===== config.mk =====
export PLATFORM = sky130hd
export DESIGN_NAME = cmd_stream_processor
export DESIGN_NICKNAME = d
export VERILOG_FILES = /design/src/rtl/cmd_stream_processor.sv
export SDC_FILE = /design/constraint.sdc
export NUM_CORES = 1
export LEC_CHECK = 0
export ABC_AREA = 1
export CAP_MARGIN = 20
export CORE_MARGIN = 1
export CORE_UTILIZATION = 55
export DETAILED_ROUTE_END_ITERATION = 10
export GPL_TIMING_DRIVEN = 1
export PLACE_DENSITY_LB_ADDON = 0.2
export SLEW_MARGIN = 20
export SYNTH_ARGS = -nofsm -noshare
export SYNTH_HDL_FRONTEND = slang
export SYNTH_SLANG_ARGS = --single-unit

===== constraint.sdc =====
create_clock -name clk -period 4.1 [get_ports clk]
set_input_delay 0.615 -clock clk [delete_from_list [all_inputs] [get_ports clk]]
set_output_delay 0.615 -clock clk [all_outputs]
set_load 0.1 [all_outputs]

===== src/rtl/cmd_stream_processor.sv =====
// Command stream parser: turns the ui_in byte stream into CLEAR/PIXEL/LINE/RECT
// commands and queues them in a first-word-fall-through FIFO for the rasterizer.
module cmd_stream_processor #(
  parameter int unsigned COORD_W    = 3,
  parameter int unsigned FIFO_DEPTH = 4,
  parameter int unsigned TIMEOUT    = 15
) (
  input  logic                             clk,
  input  logic                             rst_n,
  input  logic [7:0]                       ui_in,
  output logic                             out_valid,
  input  logic                             out_ready,
  output logic [1:0]                       out_cmd,
  output logic [COORD_W-1:0]               out_x1,
  output logic [COORD_W-1:0]               out_y1,
  output logic [COORD_W-1:0]               out_x2,
  output logic [COORD_W-1:0]               out_y2,
  output logic [COORD_W-1:0]               out_width,
  output logic [COORD_W-1:0]               out_height,
  output logic [$clog2(FIFO_DEPTH+1)-1:0]  fifo_count,
  output logic                             busy,
  output logic                             err_abort,
  output logic                             err_overflow
);

  localparam int unsigned CNT_W   = $clog2(FIFO_DEPTH + 1);
  localparam int unsigned PTR_W   = $clog2(FIFO_DEPTH);
  localparam int unsigned TO_W    = $clog2(TIMEOUT + 1);
  localparam int unsigned ENTRY_W = 2 + 6 * COORD_W;

  typedef enum logic {IDLE, LOAD} state_t;

  state_t                      state, state_nx;
  logic [1:0]                  cmd_r, cmd_nx;
  logic [1:0]                  idx, idx_nx;
  logic [3:0][COORD_W-1:0]     fld, fld_nx;
  logic [TO_W-1:0]             tcnt, tcnt_nx;
  logic                        abort_nx;
  logic                        push;
  logic [ENTRY_W-1:0]          push_data;

  logic                        en;
  logic [1:0]                  opc;
  logic [4:0]                  prm;
  logic [COORD_W-1:0]          val;
  logic [1:0]                  last_idx;

  assign en       = ui_in[7];
  assign opc      = ui_in[6:5];
  assign prm      = ui_in[4:0];
  assign val      = prm[COORD_W-1:0];
  assign last_idx = (cmd_r == 2'b01) ? 2'd1 : 2'd3;

  // Parser state register
  always_ff @(posedge clk) begin
    if (!rst_n) begin
      state     <= IDLE;
      cmd_r     <= 2'b00;
      idx       <= 2'd0;
      fld       <= '0;
      tcnt      <= '0;
      err_abort <= 1'b0;
      busy      <= 1'b0;
    end else begin
      state     <= state_nx;
      cmd_r     <= cmd_nx;
      idx       <= idx_nx;
      fld       <= fld_nx;
      tcnt      <= tcnt_nx;
      err_abort <= abort_nx;
      busy      <= (state_nx == LOAD);
    end
  end

  // Next-state, field capture and command completion
  always_comb begin
    state_nx  = state;
    cmd_nx    = cmd_r;
    idx_nx    = idx;
    fld_nx    = fld;
    tcnt_nx   = tcnt;
    abort_nx  = 1'b0;
    push      = 1'b0;
    push_data = '0;
    if (en && opc != 2'b00) begin
      // An opcode always starts a new command; in LOAD it also drops the partial one.
      abort_nx = (state == LOAD);
      tcnt_nx  = '0;
      if (opc == 2'b01 && prm == 5'h1F) begin
        state_nx = IDLE;
        push     = 1'b1;
      end else begin
        state_nx  = LOAD;
        cmd_nx    = opc;
        idx_nx    = 2'd1;
        fld_nx[0] = val;
      end
    end else if (state == LOAD) begin
      if (en) begin
        tcnt_nx     = '0;
        fld_nx[idx] = val;
        if (idx == last_idx) begin
          state_nx = IDLE;
          push     = 1'b1;
          case (cmd_r)
            2'b01:   push_data = {cmd_r, fld_nx[0], fld_nx[1], {(4*COORD_W){1'b0}}};
            2'b10:   push_data = {cmd_r, fld_nx[0], fld_nx[1], fld_nx[2], fld_nx[3],
                                  {(2*COORD_W){1'b0}}};
            default: push_data = {cmd_r, fld_nx[0], fld_nx[1], {(2*COORD_W){1'b0}},
                                  fld_nx[2], fld_nx[3]};
          endcase
        end else begin
          idx_nx = idx + 2'd1;
        end
      end else if (tcnt == TO_W'(TIMEOUT - 1)) begin
        abort_nx = 1'b1;
        state_nx = IDLE;
        tcnt_nx  = '0;
      end else begin
        tcnt_nx = tcnt + TO_W'(1);
      end
    end
  end

  logic [ENTRY_W-1:0] mem [FIFO_DEPTH];
  logic [PTR_W-1:0]   wr_ptr, rd_ptr;
  logic [CNT_W-1:0]   cnt_nx;
  logic               pop, full, wr_en;

  assign pop   = (fifo_count != '0) && out_ready;
  assign full  = (fifo_count == CNT_W'(FIFO_DEPTH));
  assign wr_en = push && (!full || pop);

  always_comb begin
    cnt_nx = fifo_count;
    if (wr_en && !pop)      cnt_nx = fifo_count + CNT_W'(1);
    else if (pop && !wr_en) cnt_nx = fifo_count - CNT_W'(1);
  end

  // Command FIFO; a push into a full FIFO only survives if the head leaves the same cycle
  always_ff @(posedge clk) begin
    if (!rst_n) begin
      wr_ptr       <= '0;
      rd_ptr       <= '0;
      fifo_count   <= '0;
      out_valid    <= 1'b0;
      err_overflow <= 1'b0;
      for (int i = 0; i < int'(FIFO_DEPTH); i++) mem[i] <= '0;
    end else begin
      if (wr_en) begin
        mem[wr_ptr] <= push_data;
        wr_ptr      <= wr_ptr + PTR_W'(1);
      end
      if (pop) rd_ptr <= rd_ptr + PTR_W'(1);
      fifo_count <= cnt_nx;
      out_valid  <= (cnt_nx != '0);
      if (push && !wr_en) err_overflow <= 1'b1;
    end
  end

  assign {out_cmd, out_x1, out_y1, out_x2, out_y2, out_width, out_height} = mem[rd_ptr];

endmodule


==> out/metrics.csv, run 1 <==
metric,value,unit
slowest_delay,0.45,ns
r2r_setup_slack,1.59,ns
die_x,99.3,um
final_util,67.2,%
hold_end,fld[9]$_SDFFE_PN0P_,
fmax,333,MHz
layout.nets,618,
period_needed,3.01,ns
internal_power,2.39,mW
switchingPower,1.68,mW
cpMaxStageDelayCell,dfxtp_1,
whs_path_depth,2,
drt_drc_violations_left,0,
num_rows,35,
ys_warn_count,0,
cts_tree,yes,
globalRouteTotalUtil,25.6,%
r2r_cells,12,
cp_common_cell,buf_4,
switching_share,41.2,%
setup_viol,0,
cts_setup_buffers,0,
htreeDepth,4,
fin_skew,0.00724,ns
netlist.area_leader.share,46.1,%
viasPerCell,5.64,
cp_cell_sequence,"buf_4, inv_1, o21ai_0, o22ai_1, buf_4",
yosysSeqAreaShare,58.8,%
yosys.area.top_type,edfxtp_1,
die_y,99.3,um
ios,38,
cts.clk_slew.worst_paths,0.05,ns
tightestPinTransition,0.986,ns
hold_buffers,0,
cts_resized,0,
numPortBuffers,37,
leakage,2.39,nW
slew_violations,0,
cts_buffers,17,
pwr_density_cell,657,nW/um^2
rsz0062_at_grt,no,
drive_above_1_share,13.8,%
drv_cap,0,
ant_nets,0,
fin_setup_tns,0,ns
fin_crit_sh,73.3,%
core_area,9200,um^2
pwr-share-clk,32.0,%
synthCells,554,
antenna_cells,0,
synth_cell_types,30,
hp-start,fld[9]$_SDFFE_PN0P_,
syn_nets,576,
worstReg2RegEnd,mem[0][0]$_SDFFCE_PN0P_,
initial_core_util,56.7,%
grt_overflow,0,
relSlewSlack,34.1,%
combPwrFrac,35.4,%
ys_seq_elements,113,
ir_worst_vdd,364,uV
worst-path-max-fanout,20,
detail_route.wl_per_cell,16.1,um
synth.area.top_cells,"edfxtp_1 46%, dfxtp_1 13%, nor2_1 7.6%",
dp_hpwl,7770,um
grt_max_degree,41,
clkSinkCount,113,
place.gp.congestion,0.879,
clk_path_buf_depth,2,
synth.avg_cell_area,9.41,um^2
cts_root_buf,clkbuf_8,
clkLatencyLatePin,0.51,ns
critPathRequiredTime,3.48,ns
synthToLayoutAreaGrowth,18.7,%
antenna_found_initial,0,
path_class,reg -> out,
finalPower,4.06,mW
hp-class,reg -> reg,
dr.pass1.iters,5,
fill_cells,736,
grt_pass1_wl,19100,um
arrival,2.39,ns
pwr-share-seq,32.6,%
num_vias,4062,
cp-end-kind,primary output,
grt_pass1_vias,4060,
routed_wl,11600,um
dr.first_iter.drc_count,238,
final_hold_viol_count,0,
outcome,finished clean,
start_kind,register,
rr_startpoint,cmd_r[1]$_SDFFE_PN0P_,
syn_area,5210,um^2
design.die.area,9870,um^2
==> sequential cells by signal, indices dropped and copies added (netlist names), named ones only <==
| register | count |
|---|---|
| err_overflow | 1 |
| wr_ptr | 2 |
| tcnt | 4 |
| mem | 80 |
| cmd_r | 2 |
| fld | 12 |
| state | 1 |
| rd_ptr | 2 |
| err_abort | 1 |
| out_valid | 1 |
| fifo_count | 3 |
| idx | 2 |
==> layer usage <==
metal  global-route usage [%]  part of all wire [%]
met5                        0                     0
met4                     12.6                   2.1
met3                     6.61                   6.0
met2                     43.1                    51
met1                     30.8                    41
==> per-stage QoR <==
stage                     setup WS, ns  hold WS [ns]  instances  cell area (um^2)
final                             1.09         0.460        720              6180
after detailed placement          1.04         0.455        688              5650
after floorplan                  0.327         0.435        554              5210
after global placement            1.13         0.449        688              5650
after global routing             0.954         0.494        720              6180
after CTS                         1.09         0.463        720              6180
==> cells in the mapped netlist <==
| library cell | instances |
|---|---|
| nor2_8 | 1 |
| xor2_1 | 5 |
| nand3_1 | 15 |
| nand4_1 | 4 |
| a21oi_1 | 20 |
| a31oi_1 | 3 |
| o21ai_0 | 69 |
| o31ai_1 | 1 |
| nor2_1 | 105 |
| inv_2 | 2 |
| nand2_1 | 64 |
| clkinv_1 | 1 |
| nand2_4 | 2 |
| buf_2 | 3 |
| ha_1 | 11 |
| nand2_2 | 6 |
| clkinv_2 | 1 |
| or2_2 | 1 |
| nor3_2 | 6 |
| nor2_2 | 1 |
| inv_1 | 46 |
| nor2_4 | 1 |
| dfxtp_1 | 33 |
| edfxtp_1 | 80 |
| clkbuf_1 | 19 |
| a211oi_1 | 2 |
| o22ai_1 | 20 |
| buf_6 | 3 |
| a21boi_0 | 1 |
| nor3_1 | 28 |
==> cells by family (layout without fill, tap and decap cells) <==
family          Yosys count  count (layout)  share of synthesized area [%]
xor+xnor                  5               5                          0.840
buf+inv                  75             130                           5.93
compound gates          116             116                           11.9
fa+ha+maj                11              11                           2.64
flops                   113             113                           58.8
simple gates            234             234                           19.9
==> placed cells by master, fill, tap and decap left out, types with 7 or more instances in the layout <==
master,synthesis,routed
buf_4,0,31
nand2_1,64,64
nor2_1,105,105
edfxtp_1,80,80
dfxtp_1,33,33
ha_1,11,11
nor3_1,28,28
a21oi_1,20,20
clkinv_2,1,7
nand3_1,15,15
clkbuf_16,0,16
clkdlybuf4s50_1,0,17
o21ai_0,69,67
o22ai_1,20,20
inv_1,46,46
==> worst max-delay path by stage <==
stage,from,end,slack [ns]
finish,register,out_cmd[0],1.09
global route,register,out_cmd[0],0.95
CTS,register,out_cmd[0],1.09
detailed placement,ui_in[5],mem[0][7]$_SDFFCE_PN0P_,1.04
global placement,ui_in[5],mem[0][2]$_SDFFCE_PN0P_,1.13
floorplan,fifo_count[0]$_SDFF_PN0_,mem[0][0]$_SDFFCE_PN0P_,0.33
==> power groups by stage <==
| stage | combinational [mW] | clock [mW] | sequential [mW] |
|---|---|---|---|
| 2_1_floorplan | 1.02 | 0 | 1.46 |
| 3_3_place_gp | 1.42 | 0 | 1.35 |
| 3_5_place_dp | 1.44 | 0 | 1.35 |
| 4_1_cts | 1.44 | 1.31 | 1.33 |
| 5_1_grt | 1.52 | 1.37 | 1.33 |
| 6_report | 1.44 | 1.30 | 1.33 |
==> critical path: cells and delay by family, from the launching register on <==
family          cells  cell delay [ns]
flops               1             0.45
compound gates      2             0.41
buf+inv             3             1.01
==> final cells by class <==
| cell class | instances | area [um^2] | share of cell area, % |
|---|---|---|---|
| clock buffer | 20 | 435 | 7.04 |
| timing repair buffer | 48 | 403 | 6.52 |
| multi-input combinational | 366 | 1860 | 30.1 |
| tap | 111 | 139 | 2.25 |
| inverter | 50 | 189 | 3.06 |
| sequential | 113 | 3060 | 49.5 |
| clock inverter | 12 | 93.8 | 1.52 |
No activity file was read; power rests on OpenSTA's default activity.
==> run 2: changes to the inputs <==
clock period = 3 ns   (was 4.1 ns; I/O delays follow)
==> run 2 against run 1 <==
  * First-iteration DRC count grew 36%
  * Largest power group unchanged
  * Register-to-register slack worse by 1.1 ns
  * Critical path type unchanged
  * Via count increased by 1.0%
  * Flip-flop and latch count is the same
==> out/metrics.csv, run 2 (synthesized netlist as in run 1, its figures left out) <==
metric,value,unit
outcome,finished clean,
num_vias,4104,
clk_path_buf_depth,2,
htreeDepth,4,
cp-end-kind,primary output,
synthToLayoutAreaGrowth,24.9,%
initial_core_util,56.7,%
antenna_cells,0,
relSlewSlack,60.2,%
hp-start,fld[5]$_SDFFE_PN0P_,
grt_max_degree,41,
grt_pass1_vias,3926,
hp-class,reg -> reg,
finalPower,6.12,mW
drive_above_1_share,15.0,%
cp_cell_sequence,"inv_1, o21ai_0, o22ai_1, buf_12",
rr_startpoint,cmd_r[1]$_SDFFE_PN0P_,
grt_use_met2,43.7,%
arrival,2.11,ns
cts_resized,0,
clkSinkCount,113,
cpMaxStageDelayCell,inv_1,
grt_util_met1,30.9,%
worst_path_dominant_cell_family,buffers and inverters,
leakage,2.54,nW
start_kind,register,
ir_worst_vdd,793,uV
dr.pass1.iters,4,
numPortBuffers,37,
path_buf_inv,2,
ant_nets,0,
routed_wl,11600,um
layout_common_cells,"105 x nor2_1, 80 x edfxtp_1, 67 x o21ai_0, 64 x nand2_1, 46 x inv_1",
die_x,99.3,um
path_class,reg -> out,
place.gp.congestion,0.806,
layout.nets,622,
ios,38,
detail_route.wl_per_cell,16.0,um
slowest_delay,0.48,ns
holdWs,0.463,ns
dr.first_iter.drc_count,323,
hold_end,fld[5]$_SDFFE_PN0P_,
cts_setup_buffers,0,
core_area,9200,um^2
slew_violations,0,
rsz0062_at_grt,no,
cts_tree,yes,
whs_path_depth,2,
tightestPinTransition,0.597,ns
critPathRequiredTime,2.55,ns
cts.clk_slew.worst_paths,0.06,ns
dp_slack,0.159,ns
top_regs,"mem: 80 flops, fld: 12 flops, tcnt: 4 flops",
r2r_setup_slack,0.46,ns
cts_root_buf,clkbuf_8,
worstReg2RegEnd,mem[0][13]$_SDFFCE_PN0P_,
fin_skew,0.00805,ns
fmax,391,MHz
grt_overflow,0,
cts_buffers,17,
worst-path-max-fanout,20,
fin_crit_sh,85.3,%
hold_buffers,0,
grt_busiest_layer,met2,
final_hold_viol_count,0,
layout.cells.non_filler,724,
die_y,99.3,um
r2r_cells,12,
setup_viol,0,
clkLatencyLatePin,0.52,ns
fin_ws,0.442,ns
final_util,70.8,%
design_area,6510,um^2
final_common_cell,nor2_1,
viasPerCell,5.67,
dp_hpwl,7690,um
grt_pass1_wl,19000,um
globalRouteTotalUtil,25.5,%
top_register,mem,
period_needed,2.56,ns
met3_usage,4.99,%
num_rows,35,
fin_setup_tns,0,ns
design.die.area,9870,um^2
pwr_density_cell,941,nW/um^2
place_area,5910,um^2
drv_cap,0,
drt_drc_violations_left,0,
antenna_found_initial,0,
place_inst,692,
largest_register_ffs,80,
-- run 2: how the worst max path moves through the flow --
stage / depth (start not counted) / endpoint
2_1_floorplan: 7 / mem[0][0]$_SDFFCE_PN0P_
3_3_place_gp: 10 / mem[2][19]$_SDFFCE_PN0P_
3_5_place_dp: 10 / mem[0][16]$_SDFFCE_PN0P_
4_1_cts: 4 / out_cmd[0]
5_1_grt: 5 / out_cmd[1]
6_report: 4 / out_cmd[0]
-- run 2: worst register-to-register path, stage by stage (launching register included) --
cell and delay [ns]:
dfxtp_1 0.38, inv_1 0.06, ha_1 0.19, nand2_1 0.07
nand2_1 0.04, nor2_1 0.24, nand2_2 0.16, nand2_2 0.12
nand2_4 0.09, nor2_8 0.15, nand2_4 0.20, o21ai_1 0.24
buf_4 0.27
-- run 2: area by class of cell --
cell class | instances | area [um^2]
Clock inverter | 5 | 75.1
Fill cell | 643 | 2690
Timing Repair Buffer | 52 | 666
Multi-Input combinational cell | 366 | 1850
Clock buffer | 27 | 523
Tap cell | 111 | 139
Inverter | 50 | 189
Sequential cell | 113 | 3060
-- run 2: where the power goes --
part           switching [mW]  internal, mW  leakage (nW)
Clock                   0.663          1.34         0.297
Sequential             0.0548          1.75          1.09
Combinational            1.61         0.699          1.15
Total                    2.33          3.79          2.54
-- run 2: metal layers --
metal | part of all wire [%] | vias up
met5 | 0 | -
met4 | 1.3 | 0
met3 | 5.7 | 16
met2 | 52 | 159
met1 | 41 | 1934
li1 | - | 1995
==> run 3: changes to the inputs <==
SLEW_MARGIN = not set   (was 20)
==> results of run 3 <==
Same layout as run 2: the final DEF is identical, and so are final timing and power.
